File: src/rtl/pll_ctrl.sv
// pll_ctrl: reset, brake and lock-detect sequencer for the pll macro, clocked by refclk.
// Optional feature: define PLL_CTRL_AUTORETRY_EN to retry a timed-out lock with a full PLL reset.
module pll_ctrl #(
  parameter int DIVW          = 8,
  parameter int DIVN_RESET    = 27,
  parameter int RST_CYCLES    = 100,
  parameter int SETTLE_CYCLES = 256,
  parameter int WIN           = 64,
  parameter int TOL           = 4,
  parameter int LOCK_WINS     = 4,
  parameter int TIMEOUT_WINS  = 64,
  parameter int BRAKE_CYCLES  = 8,
  parameter int MAX_RETRY     = 3
) (
  input  logic            refclk,
  input  logic            reset,
  input  logic            en,
  input  logic            cfg_valid,
  input  logic [DIVW-1:0] cfg_divn,
  output logic            cfg_ready,
  input  logic            phase_up,
  input  logic            phase_dn,
  input  logic            droop,
  output logic            pll_resetn,
  output logic            brake,
  output logic [DIVW-1:0] divn,
  output logic            locked,
  output logic            fail,
  output logic [2:0]      state_o
);

  typedef enum logic [2:0] {
    IDLE      = 3'd0,
    RST       = 3'd1,
    SETTLE    = 3'd2,
    LOCK_WAIT = 3'd3,
    LOCKED    = 3'd4,
    BRAKE     = 3'd5,
    FAIL      = 3'd6
  } state_t;

  localparam int TMAX = (RST_CYCLES > SETTLE_CYCLES)
                        ? ((RST_CYCLES > BRAKE_CYCLES) ? RST_CYCLES : BRAKE_CYCLES)
                        : ((SETTLE_CYCLES > BRAKE_CYCLES) ? SETTLE_CYCLES : BRAKE_CYCLES);
  localparam int TW = $clog2(TMAX + 1);
  localparam int WW = $clog2(WIN);
  localparam int DW = $clog2(WIN) + 2;
  localparam int GW = $clog2(LOCK_WINS + 1);
  localparam int OW = $clog2(TIMEOUT_WINS + 1);

  state_t                state, state_n;
  logic [TW-1:0]         tmr, tmr_n;
  logic [WW-1:0]         win_cnt, win_n;
  logic signed [DW-1:0]  diff, diff_n, diff_acc, step;
  logic [DW-1:0]         abs_diff;
  logic                  win_end, win_good;
  logic [GW-1:0]         good_cnt, good_n;
  logic [OW-1:0]         wins, wins_n;
  logic [DIVW-1:0]       divn_n;
  logic                  droop_q, droop_rise;
  logic                  cfg_acc;
  logic                  clr_mon;

`ifdef PLL_CTRL_AUTORETRY_EN
  localparam int RW = $clog2(MAX_RETRY + 1);
  logic [RW-1:0] retry_cnt, retry_n;
`else
  logic unused_max_retry;
  assign unused_max_retry = ^MAX_RETRY;
`endif

  // Handshake: a request transfers on any cycle where cfg_valid && cfg_ready are both
  // high; cfg_ready is a registered flag, high only in IDLE, LOCKED and FAIL.
  assign cfg_acc    = cfg_valid && cfg_ready;
  assign droop_rise = droop && !droop_q;
  assign state_o    = state;

  // Window arithmetic: up and down in the same cycle cancel.
  always_comb begin
    step = '0;
    if (phase_up && !phase_dn)
      step = DW'(1);
    else if (phase_dn && !phase_up)
      step = '1;
    diff_acc = diff + step;
    abs_diff = diff_acc[DW-1] ? DW'(-diff_acc) : DW'(diff_acc);
    win_end  = (win_cnt == WW'(WIN - 1));
    win_good = (abs_diff <= DW'(TOL));
  end

  always_comb begin
    state_n = state;
    tmr_n   = tmr;
    win_n   = win_cnt;
    diff_n  = diff;
    good_n  = good_cnt;
    wins_n  = wins;
    divn_n  = divn;
    clr_mon = 1'b0;
`ifdef PLL_CTRL_AUTORETRY_EN
    retry_n = retry_cnt;
`endif

    case (state)
      IDLE: begin
        tmr_n   = '0;
        clr_mon = 1'b1;
`ifdef PLL_CTRL_AUTORETRY_EN
        retry_n = '0;
`endif
        if (en)
          state_n = RST;
      end

      RST: begin
        if (tmr == TW'(RST_CYCLES - 1)) begin
          state_n = SETTLE;
          tmr_n   = '0;
        end else begin
          tmr_n = tmr + TW'(1);
        end
      end

      SETTLE: begin
        if (tmr == TW'(SETTLE_CYCLES - 1)) begin
          state_n = LOCK_WAIT;
          tmr_n   = '0;
          clr_mon = 1'b1;
        end else begin
          tmr_n = tmr + TW'(1);
        end
      end

      LOCK_WAIT: begin
        win_n  = win_end ? '0 : win_cnt + WW'(1);
        diff_n = win_end ? '0 : diff_acc;
        if (win_end) begin
          good_n = win_good ? good_cnt + GW'(1) : '0;
          wins_n = wins + OW'(1);
          if (win_good && (good_cnt == GW'(LOCK_WINS - 1))) begin
            state_n = LOCKED;
            clr_mon = 1'b1;
`ifdef PLL_CTRL_AUTORETRY_EN
            retry_n = '0;
`endif
          end else if (wins == OW'(TIMEOUT_WINS - 1)) begin
`ifdef PLL_CTRL_AUTORETRY_EN
            if (retry_cnt == RW'(MAX_RETRY)) begin
              state_n = FAIL;
            end else begin
              retry_n = retry_cnt + RW'(1);
              state_n = RST;
              tmr_n   = '0;
              clr_mon = 1'b1;
            end
`else
            state_n = FAIL;
`endif
          end
        end
      end

      LOCKED: begin
        // A single bad window drops lock without touching the PLL itself.
        win_n  = win_end ? '0 : win_cnt + WW'(1);
        diff_n = win_end ? '0 : diff_acc;
        if (win_end && !win_good) begin
          state_n = LOCK_WAIT;
          clr_mon = 1'b1;
        end
      end

      BRAKE: begin
        if (tmr == TW'(BRAKE_CYCLES - 1)) begin
          state_n = LOCK_WAIT;
          tmr_n   = '0;
          clr_mon = 1'b1;
        end else begin
          tmr_n = tmr + TW'(1);
        end
      end

      FAIL: begin
        tmr_n = '0;
      end

      default: begin
        state_n = IDLE;
        tmr_n   = '0;
        clr_mon = 1'b1;
      end
    endcase

    // Overrides, lowest priority first. An accepted non-zero divider is always
    // captured so a transferred request is never lost, even if a higher-priority
    // event decides the next state.
    if (cfg_acc && (cfg_divn != '0)) begin
      divn_n  = cfg_divn;
      state_n = RST;
      tmr_n   = '0;
      clr_mon = 1'b1;
`ifdef PLL_CTRL_AUTORETRY_EN
      retry_n = '0;
`endif
    end

    if (droop_rise && ((state == SETTLE) || (state == LOCK_WAIT) ||
                       (state == LOCKED) || (state == BRAKE))) begin
      state_n = BRAKE;
      tmr_n   = '0;
      clr_mon = 1'b1;
    end

    if (!en) begin
      state_n = IDLE;
      tmr_n   = '0;
      clr_mon = 1'b1;
    end

    if (clr_mon) begin
      win_n  = '0;
      diff_n = '0;
      good_n = '0;
      wins_n = '0;
    end
  end

  // Outputs are decoded from the next state so they line up with the state register.
  always_ff @(posedge refclk) begin
    if (reset) begin
      state      <= IDLE;
      tmr        <= '0;
      win_cnt    <= '0;
      diff       <= '0;
      good_cnt   <= '0;
      wins       <= '0;
      divn       <= DIVW'(DIVN_RESET);
      droop_q    <= 1'b0;
      pll_resetn <= 1'b0;
      brake      <= 1'b0;
      locked     <= 1'b0;
      fail       <= 1'b0;
      cfg_ready  <= 1'b0;
`ifdef PLL_CTRL_AUTORETRY_EN
      retry_cnt  <= '0;
`endif
    end else begin
      state      <= state_n;
      tmr        <= tmr_n;
      win_cnt    <= win_n;
      diff       <= diff_n;
      good_cnt   <= good_n;
      wins       <= wins_n;
      divn       <= divn_n;
      droop_q    <= droop;
      pll_resetn <= (state_n == SETTLE) || (state_n == LOCK_WAIT) ||
                    (state_n == LOCKED) || (state_n == BRAKE);
      brake      <= (state_n == BRAKE);
      locked     <= (state_n == LOCKED);
      fail       <= (state_n == FAIL);
      cfg_ready  <= (state_n == IDLE) || (state_n == LOCKED) || (state_n == FAIL);
`ifdef PLL_CTRL_AUTORETRY_EN
      retry_cnt  <= retry_n;
`endif
    end
  end

endmodule
File: config.mk
export PLATFORM = sky130hd
export DESIGN_NAME = pll_ctrl
export DESIGN_NICKNAME = d
export VERILOG_FILES = /design/src/rtl/pll_ctrl.sv
export SDC_FILE = /design/constraint.sdc
export NUM_CORES = 1
export LEC_CHECK = 0
export CORE_AREA = 2 2 88 90
export DETAILED_ROUTE_END_ITERATION = 10
export DIE_AREA = 0 0 90 92
export MAX_ROUTING_LAYER = met4
export PLACE_DENSITY = 0.71
export SYNTH_ARGS = -nofsm -noshare
export SYNTH_HDL_FRONTEND = slang
export SYNTH_SLANG_ARGS = --single-unit
File: constraint.sdc
create_clock -name refclk -period 4.41 [get_ports refclk]
set_input_delay 0.441 -clock refclk [delete_from_list [all_inputs] [get_ports refclk]]
set_output_delay 0.441 -clock refclk [all_outputs]
set_load 0.005 [all_outputs]
==> flow_summary.yaml, run 1 <==
grt:
  grtUsageTotal_pct: 16.27
  grt_max_degree: 19
  grt.overflow.total: 0
  grt_antenna_before_repair: 0
  wire_length_of_the_first_global_routing_pass_um: 11140
  via_count_of_the_first_global_routing_pass: 2473
yosys:
  netlist_area_pre_place_mm2: 0.003117
  share_of_the_yosys_chip_area_belonging_to_registers_pct: 32.12
  syn_nets: 384
  synth-edff-count: 0
  synthesis.yosys.warnings: 0
  ys.flop_type: "dfxtp_1"
  netlist_instances: 358
  synth-seq-cells: 50
  postSynth.asyncResetShare_pct: 0
  synth.lib_cells_used.distinct: 65
  synthesis.area_per_instance_um2: 8.706
detailed_routing:
  vias_per_cell: 5.310
  length_of_routed_met3_wiring_um: 134
  detailed_routing_wirelength_on_met1_um: 3035
  detailroute.wirelength.met2_um: 3017
  total_number_of_vias: 2607
  detail_route_antenna_nets: 0
  finalWirelength_um: 6261
  drt_pass1_iterations: 4
  top_layer: "met4"
  detailedRoute.firstIterationViolations: 69
  post_drt_wl_per_cell_um: 12.75
  route.detailed.drc: 0
clocking:
  cts_max_path_buffers: 2
  cts-htree-levels: 2
  post_cts_hold_buffer_count: 0
  clock_insertion_delay_worst_skew_ns: 0.30
  clkSlewWorstSetupHoldPaths_ns: 0.09
  cts_inserted_buffers: 5
  numClockSinks: 50
  postCtsSetupRepairBufs: 0
  clock_root_cell: "clkbuf_8"
  postCtsResizedCells: 0
  cts_tree: "done"
die:
  fp.coreArea_mm2: 0.007447
  dieWidth_um: 90
  die_height_um: 92
  die-area_mm2: 0.008280
  std_cell_rows: 32
  i_o_pin_total: 31
  initial_utilization_pct: 41.85
sta:
  grt_setup_unrepaired: "false"
  report.final.slew_viol_count: 0
  post-route-period-util_pct: 92.70
  layout_min_cycle_time_ns: 4.088
  timing.max_slew.rel_slack_pct: 49.49
  final.setup.tns_ns: 0
  finClkSkew_ns: 0.01066
  setup_violations: 0
  final_report_hold_violation_count: 0
  worst_hold_slack_after_final_layout_ns: 0.4557
  worst_slew_pin_slew_ns: 0.7577
  achievable-frequency_mhz: 244.6
layout:
  design_area_mm2: 0.003613
  layout.cells.non_filler: 491
  flow.area_growth_from_synthesis_pct: 15.94
  diodes: 0
  final_net_count: 414
  final_layout_size_suffix_gt1_share_pct: 12.85
placed_design:
  port_buffers: 30
  place.detailed.instances: 483
  gp_congestion: 0.8335
  detailed_place.area_mm2: 0.003508
  detailed_place_hpwl_um: 4714
setup_path:
  r2r_slack_ns: 0.77
  worst-endpoint-arrival_ns: 4.33
  worst_setup_path_start_kind: "input port"
  critPathMaxStageDelay_ns: 0.58
  cp_max_fo: 13
  worstPathBufferInverterCount: 4
  timing.setup.critical_path_class: "input port to register"
  crit_path_frequent_cell: "ha_1"
  cpMaxStageDelayCell: "or3b_2"
  worstPathRequired_ns: 4.65
  path_cells: "clkdlybuf4s50_1 -> inv_1 -> ha_1 -> inv_1 -> ha_1 -> ha_1 -> nor2b_1 -> o32a_1 -> nand4_1 -> nand3_1 -> or4_1 -> mux2_4 -> a31oi_4 -> or3b_2 -> buf_12 -> a21oi_1"
  endpoint_kind: "register"
  path_delay_family: "simple AND/OR/NAND/NOR gates"
power_and_ir_drop:
  max-vdd-ir-drop_mv: 0.1869
  power_density_mw_per_mm2: 232.7
  leakagePower_uw: 0.001286
min_path:
  worstHoldPathType: "register to register"
job:
  drv.max_cap_violation_count: 0
outcome:
  status: "complete, no violations"
[Yosys cell counts, types with 2 or more instances]
library cell / number / area share, %
a21boi_1: 2 / 0.48
a22oi_1: 8 / 1.9
nand2b_1: 6 / 1.2
a21o_1: 3 / 0.72
nand3_1: 16 / 2.6
buf_6: 2 / 0.72
a21oi_1: 15 / 2.4
nand4_1: 8 / 1.6
dfxtp_1: 50 / 32
a211o_1: 3 / 0.84
o211a_1: 3 / 0.96
buf_12: 2 / 1.3
nor3_1: 6 / 0.96
ha_1: 11 / 4.4
clkbuf_1: 6 / 0.72
a21oi_4: 3 / 1.6
a311oi_2: 2 / 0.96
nor3b_1: 3 / 0.72
mux2i_1: 7 / 2.2
and3_1: 9 / 1.8
inv_1: 10 / 1.2
nand2_1: 31 / 3.7
a211oi_1: 3 / 0.72
buf_2: 4 / 0.64
nor4_1: 4 / 0.80
xor2_1: 16 / 4.5
o21bai_1: 3 / 0.72
nor2b_1: 9 / 1.8
and3b_1: 2 / 0.56
nor2_1: 34 / 4.1
a31oi_1: 3 / 0.60
and2_1: 2 / 0.40
a31o_2: 2 / 0.56
buf_4: 3 / 0.72
xnor2_1: 7 / 2.0
o21ai_0: 15 / 2.4
nor2_4: 17 / 6.1
[final timing paths]
check / startpoint / endpoint / cells after the start
max: phase_up / good_cnt[1] / 16
max reg2reg: diff[1] / good_cnt[1] / 12
min: divn[1] / divn[1] / 2
min reg2reg: divn[1] / divn[1] / 2
[state kept, by name, indices dropped and copies added (netlist names), 3 cells and up]
signal and flops:
win_cnt 6, wins 7, state_o 3, tmr 9
good_cnt 3, diff 8, divn 8
[layout by cell type (no fill, tap or decap), types with 3 or more instances in the layout]
cell type / Yosys / final
nor2_1: 34 / 34
xnor2_1: 7 / 7
a21o_1: 3 / 3
a21oi_4: 3 / 3
nand3_1: 16 / 16
buf_4: 3 / 10
a211o_1: 3 / 3
nor2b_1: 9 / 9
xor2_1: 16 / 16
nor3b_1: 3 / 3
mux2i_1: 7 / 7
nor4_1: 4 / 4
a31oi_1: 3 / 3
clkbuf_8: 0 / 7
nor2_4: 17 / 17
dfxtp_1: 50 / 50
clkdlybuf4s50_1: 0 / 30
ha_1: 11 / 11
nor3_1: 6 / 6
and3_1: 9 / 9
a211oi_1: 3 / 3
inv_1: 10 / 10
a22oi_1: 8 / 8
o21ai_0: 15 / 15
nand2_1: 31 / 31
nand2b_1: 6 / 6
nand4_1: 8 / 8
a21oi_1: 15 / 15
o21bai_1: 3 / 3
o211a_1: 3 / 3
[worst reg2reg max path: stages (launching register included)]
cell	delay (ns)
dfxtp_1	0.56
xor2_1	0.13
ha_1	0.28
nor2b_1	0.15
o32a_1	0.34
nand4_1	0.12
nand3_1	0.08
or4_1	0.50
mux2_4	0.34
a31oi_4	0.17
or3b_2	0.58
buf_12	0.22
a21oi_1	0.12
[layer usage]
metal  global-route usage [%]  up-vias
li1                         -     1343
met5                        -        -
met2                    27.13       32
met4                    4.872        0
met1                    20.65     1226
met3                    2.301        6
[area by class of cell]
class	instances	area (um2)
clock buffer	7	96.34
timing repair buffer	41	395.4
tap	102	127.6
clock inverter	1	8.758
fill	748	3834
multi-input combinational	279	1943
inverter	11	41.29
sequential	50	1001
[kinds of logic (layout without fill, tap and decap cells)]
logic type      Yosys count  after routing  share of synthesized area (%)
simple gates            156            156                          28.82
compound gates           81             81                          19.91
xor+xnor                 23             23                          6.463
fa+ha+maj                11             11                          4.416
flops                    50             50                          32.12
buf+inv                  29             60                          5.540
mux                       8              8                          2.730
[report_power, final]
part           total, uW  internal, uW  leakage [uW]  switching [uW]
logic               89.2          46.5      0.000827            42.8
clock network        290           144     0.0000544             146
registers            462           457      0.000404            4.87
total                841           647       0.00129             194
[through the flow]
| step | worst slack [ns] | utilization, % | total power (uW) |
|---|---|---|---|
| after floorplan | 0.6670 | - | 525.6 |
| after global placement | 0.1034 | 47.11 | 560.0 |
| after detailed placement | 0.009853 | 47.11 | 561.5 |
| after CTS | 0.3211 | 48.52 | 852.1 |
| after global routing | 0.05880 | 48.52 | 880.6 |
| final | 0.3221 | 48.52 | 841.0 |
Note: power is estimated with default switching activity, not from simulation.
==> run 2: changes to the inputs <==
--- a/config.mk
+++ b/config.mk
@@ -10,6 +10,8 @@
 export DIE_AREA = 0 0 90 92
 export MAX_ROUTING_LAYER = met4
 export PLACE_DENSITY = 0.71
+export REMOVE_ABC_BUFFERS = 1
+export SETUP_SLACK_MARGIN = 0.2
 export SYNTH_ARGS = -nofsm -noshare
 export SYNTH_HDL_FRONTEND = slang
 export SYNTH_SLANG_ARGS = --single-unit
==> run 2 against run 1 <==
Worst setup slack improved by 0.13 ns. Power decreased by 5.9%. Cell area decreased by 0.31%. Routed wire length decreased by 1.8%. First-iteration DRC count increased by 110%. Sequential share of layout area increased by 0.087 points. Via count decreased by 0.96%. Non-clock buffer count unchanged. Global-route usage about the same. Hold slack got worse by 0.0076 ns. Count of clock-buffer cells in the layout decreased by 2. Flip-flop and latch count unchanged. Highest routed layer unchanged.
==> flow_summary.yaml, run 2 (synthesis results as in run 1) <==
outcome:
  status: "complete, no violations"
grt:
  wire_length_of_the_first_global_routing_pass_um: 11050
  grt.overflow.total: 0
  grt_max_degree: 19
  grt_antenna_before_repair: 0
  via_count_of_the_first_global_routing_pass: 2570
  grtUsageTotal_pct: 16.25
detailed_routing:
  vias_per_cell: 5.269
  finalWirelength_um: 6151
  detailedRoute.firstIterationViolations: 148
  post_drt_wl_per_cell_um: 12.55
  drt_pass1_iterations: 4
  route.detailed.drc: 0
  detail_route_antenna_nets: 0
  total_number_of_vias: 2582
layout:
  final_common_cell: "dfxtp_1"
  regMostFlops: "tmr"
  final_net_count: 414
  biggestRegsByFlops: "tmr x9, diff x8, divn x8"
  diodes: 0
  max_ffs_per_register: 9
  final_layout_size_suffix_gt1_share_pct: 13.14
  flow.area_growth_from_synthesis_pct: 15.58
  layout.cells.most_common_list: "50 x dfxtp_1, 34 x nor2_1, 31 x nand2_1"
job:
  drv.max_cap_violation_count: 0
placed_design:
  detailed_place_hpwl_um: 4688
  port_buffers: 30
  gp_congestion: 0.8136
sta:
  worst_slew_pin_slew_ns: 0.6094
  finClkSkew_ns: 0.005103
  grt_setup_unrepaired: "false"
  worst_hold_slack_after_final_layout_ns: 0.4481
  achievable-frequency_mhz: 252.3
  final.setup.tns_ns: 0
  report.final.slew_viol_count: 0
  setup_violations: 0
  final_report_hold_violation_count: 0
  timing.max_slew.rel_slack_pct: 59.22
  layout_min_cycle_time_ns: 3.963
  post-route-period-util_pct: 89.86
die:
  initial_utilization_pct: 41.85
  dieWidth_um: 90
  fp.coreArea_mm2: 0.007447
  std_cell_rows: 32
  die_height_um: 92
  die-area_mm2: 0.008280
  i_o_pin_total: 31
clocking:
  post_cts_hold_buffer_count: 0
  postCtsResizedCells: 0
  clock_root_cell: "clkbuf_8"
  cts_tree: "done"
  numClockSinks: 50
  clkSlewWorstSetupHoldPaths_ns: 0.08
  clock_insertion_delay_worst_skew_ns: 0.29
  cts_inserted_buffers: 5
  cts-htree-levels: 2
  postCtsSetupRepairBufs: 0
  cts_max_path_buffers: 2
min_path:
  hold_path_startpoint: "divn[1]"
  worstHoldPathType: "register to register"
setup_path:
  path_cells: "clkdlybuf4s50_1 -> inv_1 -> ha_1 -> inv_1 -> ha_1 -> ha_1 -> nor2b_1 -> o32a_1 -> nand4_1 -> nand3_1 -> or4_1 -> mux2_4 -> a31oi_4 -> or3b_4 -> buf_6 -> a311oi_2"
  launch_instance_of_the_worst_register_to_register_path: "diff[1]"
  worstPathRequired_ns: 4.62
  crit_path_frequent_cell: "ha_1"
  critPathMaxStageDelay_ns: 0.51
  timing.setup.critical_path_class: "input port to register"
  cp_max_fo: 8
  worst-endpoint-arrival_ns: 4.17
  endpoint_kind: "register"
  r2r_slack_ns: 0.89
  path_delay_family: "simple AND/OR/NAND/NOR gates"
  worst_setup_path_start_kind: "input port"
  cpMaxStageDelayCell: "or4_1"
  worstPathBufferInverterCount: 4
  startpoint: "phase_up"
power_and_ir_drop:
  power_density_mw_per_mm2: 219.7
  max-vdd-ir-drop_mv: 0.1194
  power_uw: 791.5
  leakagePower_uw: 0.001283
run 2: path summary, 6_finish.rpt:
| kind | cells past startpoint | to |
|---|---|---|
| max reg2reg | 12 | win_cnt[3] |
| min reg2reg | 2 | divn[1] |
| min | 2 | divn[1] |
| max | 16 | win_cnt[3] |
run 2: through the flow:
stage	area [um2]	util, %	setup slack [ns]	cells
finish	3602	48.37	0.4471	490
global route	3602	48.37	0.2710	490
CTS	3575	48.00	0.3205	490
detailed placement	3496	46.94	0.006472	483
global placement	3496	46.94	0.09713	483
floorplan	2985	-	-0.07003	340
run 2: power breakdown:
group	total, uW	internal [uW]	switching, uW
sequential	461	457	4.68
clock	240	107	134
combinational	89.6	46.3	43.4
total	792	610	182
run 2: layout make-up:
cell class              count  area (um2)
multi-input cells         279        1959
well taps                 102       127.6
fillers                   746        3845
clock inverters             2       10.01
repair buffers             41       394.1
clock buffers               5       68.82
inverters                  11       41.29
flip-flops and latches     50        1001
run 2: layer usage:
| layer | vias up | wire, um | global-route usage [%] |
|---|---|---|---|
| met5 | - | 0 | - |
| met4 | 0 | 64 | 5.128 |
| met3 | 5 | 135 | 2.712 |
| met2 | 39 | 3070 | 28.13 |
| met1 | 1198 | 2881 | 19.42 |
| li1 | 1340 | - | - |
run 2: worst min-delay path: cells and delay by family (launching register included):
family,cells,cell delay (ns)
AND/OR/NAND/NOR,2,0.09
flip-flops,1,0.32
==> run 3: changes to the inputs <==
--- a/config.mk
+++ b/config.mk
@@ -6,12 +6,12 @@
 export NUM_CORES = 1
 export LEC_CHECK = 0
 export CORE_AREA = 2 2 88 90
+export CTS_CLUSTER_DIAMETER = 200
 export DETAILED_ROUTE_END_ITERATION = 10
 export DIE_AREA = 0 0 90 92
 export MAX_ROUTING_LAYER = met4
 export PLACE_DENSITY = 0.71
 export REMOVE_ABC_BUFFERS = 1
-export SETUP_SLACK_MARGIN = 0.2
 export SYNTH_ARGS = -nofsm -noshare
 export SYNTH_HDL_FRONTEND = slang
 export SYNTH_SLANG_ARGS = --single-unit
==> run 3 against run 2 <==
Cell area shrank 0.76%. Die area is the same. Register-to-register slack lost 0.18 ns. Global-route usage is the same. Combinational power shrank 2%. Worst setup slack lost 0.18 ns. Power shrank 0.17%. First-iteration DRC count shrank 10%. Utilization shrank 0.37 points. Routed wire length is essentially flat. Maximum frequency shrank 4.5%. Flip-flop and latch count is the same.
==> flow_summary.yaml, run 3 (synthesis results as in run 1) <==
die:
  fp.coreArea_mm2: 0.007447
  dieWidth_um: 90
  die-area_mm2: 0.008280
  die_height_um: 92
  initial_utilization_pct: 41.85
  std_cell_rows: 32
  i_o_pin_total: 31
layout:
  design_area_mm2: 0.003575
  n_fill_cell: 753
  regMostFlops: "tmr"
  layout.cells.most_common_list: "50 x dfxtp_1, 34 x nor2_1, 31 x nand2_1"
  max_ffs_per_register: 9
  final_layout_size_suffix_gt1_share_pct: 12.63
  flow.area_growth_from_synthesis_pct: 14.69
  final_common_cell: "dfxtp_1"
  final_net_count: 414
  diodes: 0
  final_util_pct: 48.00
  biggestRegsByFlops: "tmr x9, diff x8, divn x8"
placed_design:
  gp_congestion: 0.8136
  pre_cts_ws_ns: 0.006472
  detailed_place.area_mm2: 0.003496
  port_buffers: 30
  detailed_place_hpwl_um: 4688
setup_path:
  timing.setup.critical_path_class: "input port to register"
  crit_path_frequent_cell: "ha_1"
  endpoint_kind: "register"
  worstPathBufferInverterCount: 5
  path_cells: "clkdlybuf4s50_1 -> inv_1 -> ha_1 -> inv_1 -> ha_1 -> ha_1 -> nor4_1 -> nor4_1 -> buf_4 -> a41o_1 -> a311oi_1 -> xnor2_1 -> mux2_4 -> a31oi_4 -> or3b_2 -> buf_4 -> a21oi_1"
  path_delay_family: "buffers and inverters"
  worst-endpoint-arrival_ns: 4.37
  cp_max_fo: 13
  r2r_end: "wins[1]"
  critPathMaxStageDelay_ns: 0.49
  reg2reg_depth: 13
  r2r_slack_ns: 0.71
  worstPathRequired_ns: 4.63
  worst_setup_path_start_kind: "input port"
  cpMaxStageDelayCell: "or3b_2"
  launch_instance_of_the_worst_register_to_register_path: "diff[1]"
grt:
  grtUsageTotal_pct: 16.25
  wire_length_of_the_first_global_routing_pass_um: 11050
  grt_max_degree: 19
  via_count_of_the_first_global_routing_pass: 2570
  grt.overflow.total: 0
  grt_antenna_before_repair: 0
clocking:
  clock_insertion_delay_worst_skew_ns: 0.29
  cts-htree-levels: 2
  clkSlewWorstSetupHoldPaths_ns: 0.08
  clock_root_cell: "clkbuf_8"
  postCtsResizedCells: 0
  post_cts_hold_buffer_count: 0
  cts_inserted_buffers: 5
  cts_max_path_buffers: 2
  postCtsSetupRepairBufs: 0
  numClockSinks: 50
  cts_tree: "done"
power_and_ir_drop:
  power_density_mw_per_mm2: 221.0
  max-vdd-ir-drop_mv: 0.1193
  leakagePower_uw: 0.001267
detailed_routing:
  detailedRoute.firstIterationViolations: 133
  route.detailed.drc: 0
  drt_pass1_iterations: 4
  detail_route_antenna_nets: 0
  post_drt_wl_per_cell_um: 12.55
  finalWirelength_um: 6150
  total_number_of_vias: 2590
  vias_per_cell: 5.286
sta:
  post-route-period-util_pct: 94.05
  final_report_hold_violation_count: 0
  grt_setup_unrepaired: "false"
  achievable-frequency_mhz: 241.1
  layout_min_cycle_time_ns: 4.148
  final_worst_path_setup_slack_ns: 0.2622
  final.setup.tns_ns: 0
  report.final.slew_viol_count: 0
  worst_slew_pin_slew_ns: 0.5995
  timing.max_slew.rel_slack_pct: 59.88
  setup_violations: 0
  finClkSkew_ns: 0.005260
min_path:
  holdPathStages: 2
  hold_path_startpoint: "divn[1]"
  min_delay_worst_endpoint: "divn[1]"
  worstHoldPathType: "register to register"
outcome:
  status: "complete, no violations"
job:
  drv.max_cap_violation_count: 0
-- run 3: cell types whose count changed in the layout (fill, tap and decap cells not counted) --
cell	before	now
a311oi_2	3	2
buf_6	1	0
xnor2_2	1	0
or3b_2	0	1
xnor2_1	6	7
buf_4	9	11
a311oi_1	0	1
or3b_4	1	0
buf_8	1	0
-- run 3: layout make-up --
| type | count | area (um2) | share of cell area [%] |
|---|---|---|---|
| flip-flops and latches | 50 | 1001 | 28.00 |
| inverters | 11 | 41.29 | 1.155 |
| clock inverters | 2 | 10.01 | 0.2800 |
| clock buffers | 5 | 68.82 | 1.925 |
| well taps | 102 | 127.6 | 3.570 |
| repair buffers | 41 | 382.9 | 10.71 |
| multi-input cells | 279 | 1943 | 54.36 |
-- run 3: worst reg2reg max path, cell delays in order (launching register included) --
cell and delay (ns):
dfxtp_1 0.55, xor2_1 0.13, ha_1 0.27, nor4_1 0.25, nor4_1 0.10, buf_4 0.14
a41o_1 0.22, a311oi_1 0.28, xnor2_1 0.22, mux2_4 0.38, a31oi_4 0.18, or3b_2 0.49
buf_4 0.26, a21oi_1 0.16
-- run 3: power by group --
| part | internal (uW) | total, uW | switching [uW] |
|---|---|---|---|
| clock | 107 | 241 | 134 |
| sequential | 457 | 461 | 4.76 |
| combinational | 45.2 | 88.0 | 42.8 |
-- run 3: worst max-delay path by stage --
stage	depth (start not counted)	to	start
after floorplan	13	win_cnt[3]	phase_up
after global placement	16	win_cnt[5]	phase_up
after detailed placement	16	wins[1]	phase_up
after CTS	16	wins[1]	phase_up
after global routing	17	wins[1]	phase_up
final	17	wins[1]	phase_up
-- run 3: metal layers --
metal,routed length [um],vias up,track usage [%]
li1,-,1338,-
met1,2887,1206,19.42
met2,3060,41,28.13
met3,138,5,2.712
met4,64,0,5.128
met5,0,-,-
-- run 3: metrics by stage --
stage | power (uW) | hold WS [ns] | instances
after floorplan | 519.7 | 0.4356 | 340
after global placement | 558.8 | 0.4308 | 483
after detailed placement | 559.9 | 0.4381 | 483
after CTS | 806.1 | 0.4505 | 490
after global routing | 832.2 | 0.4884 | 490
final | 790.2 | 0.4481 | 490
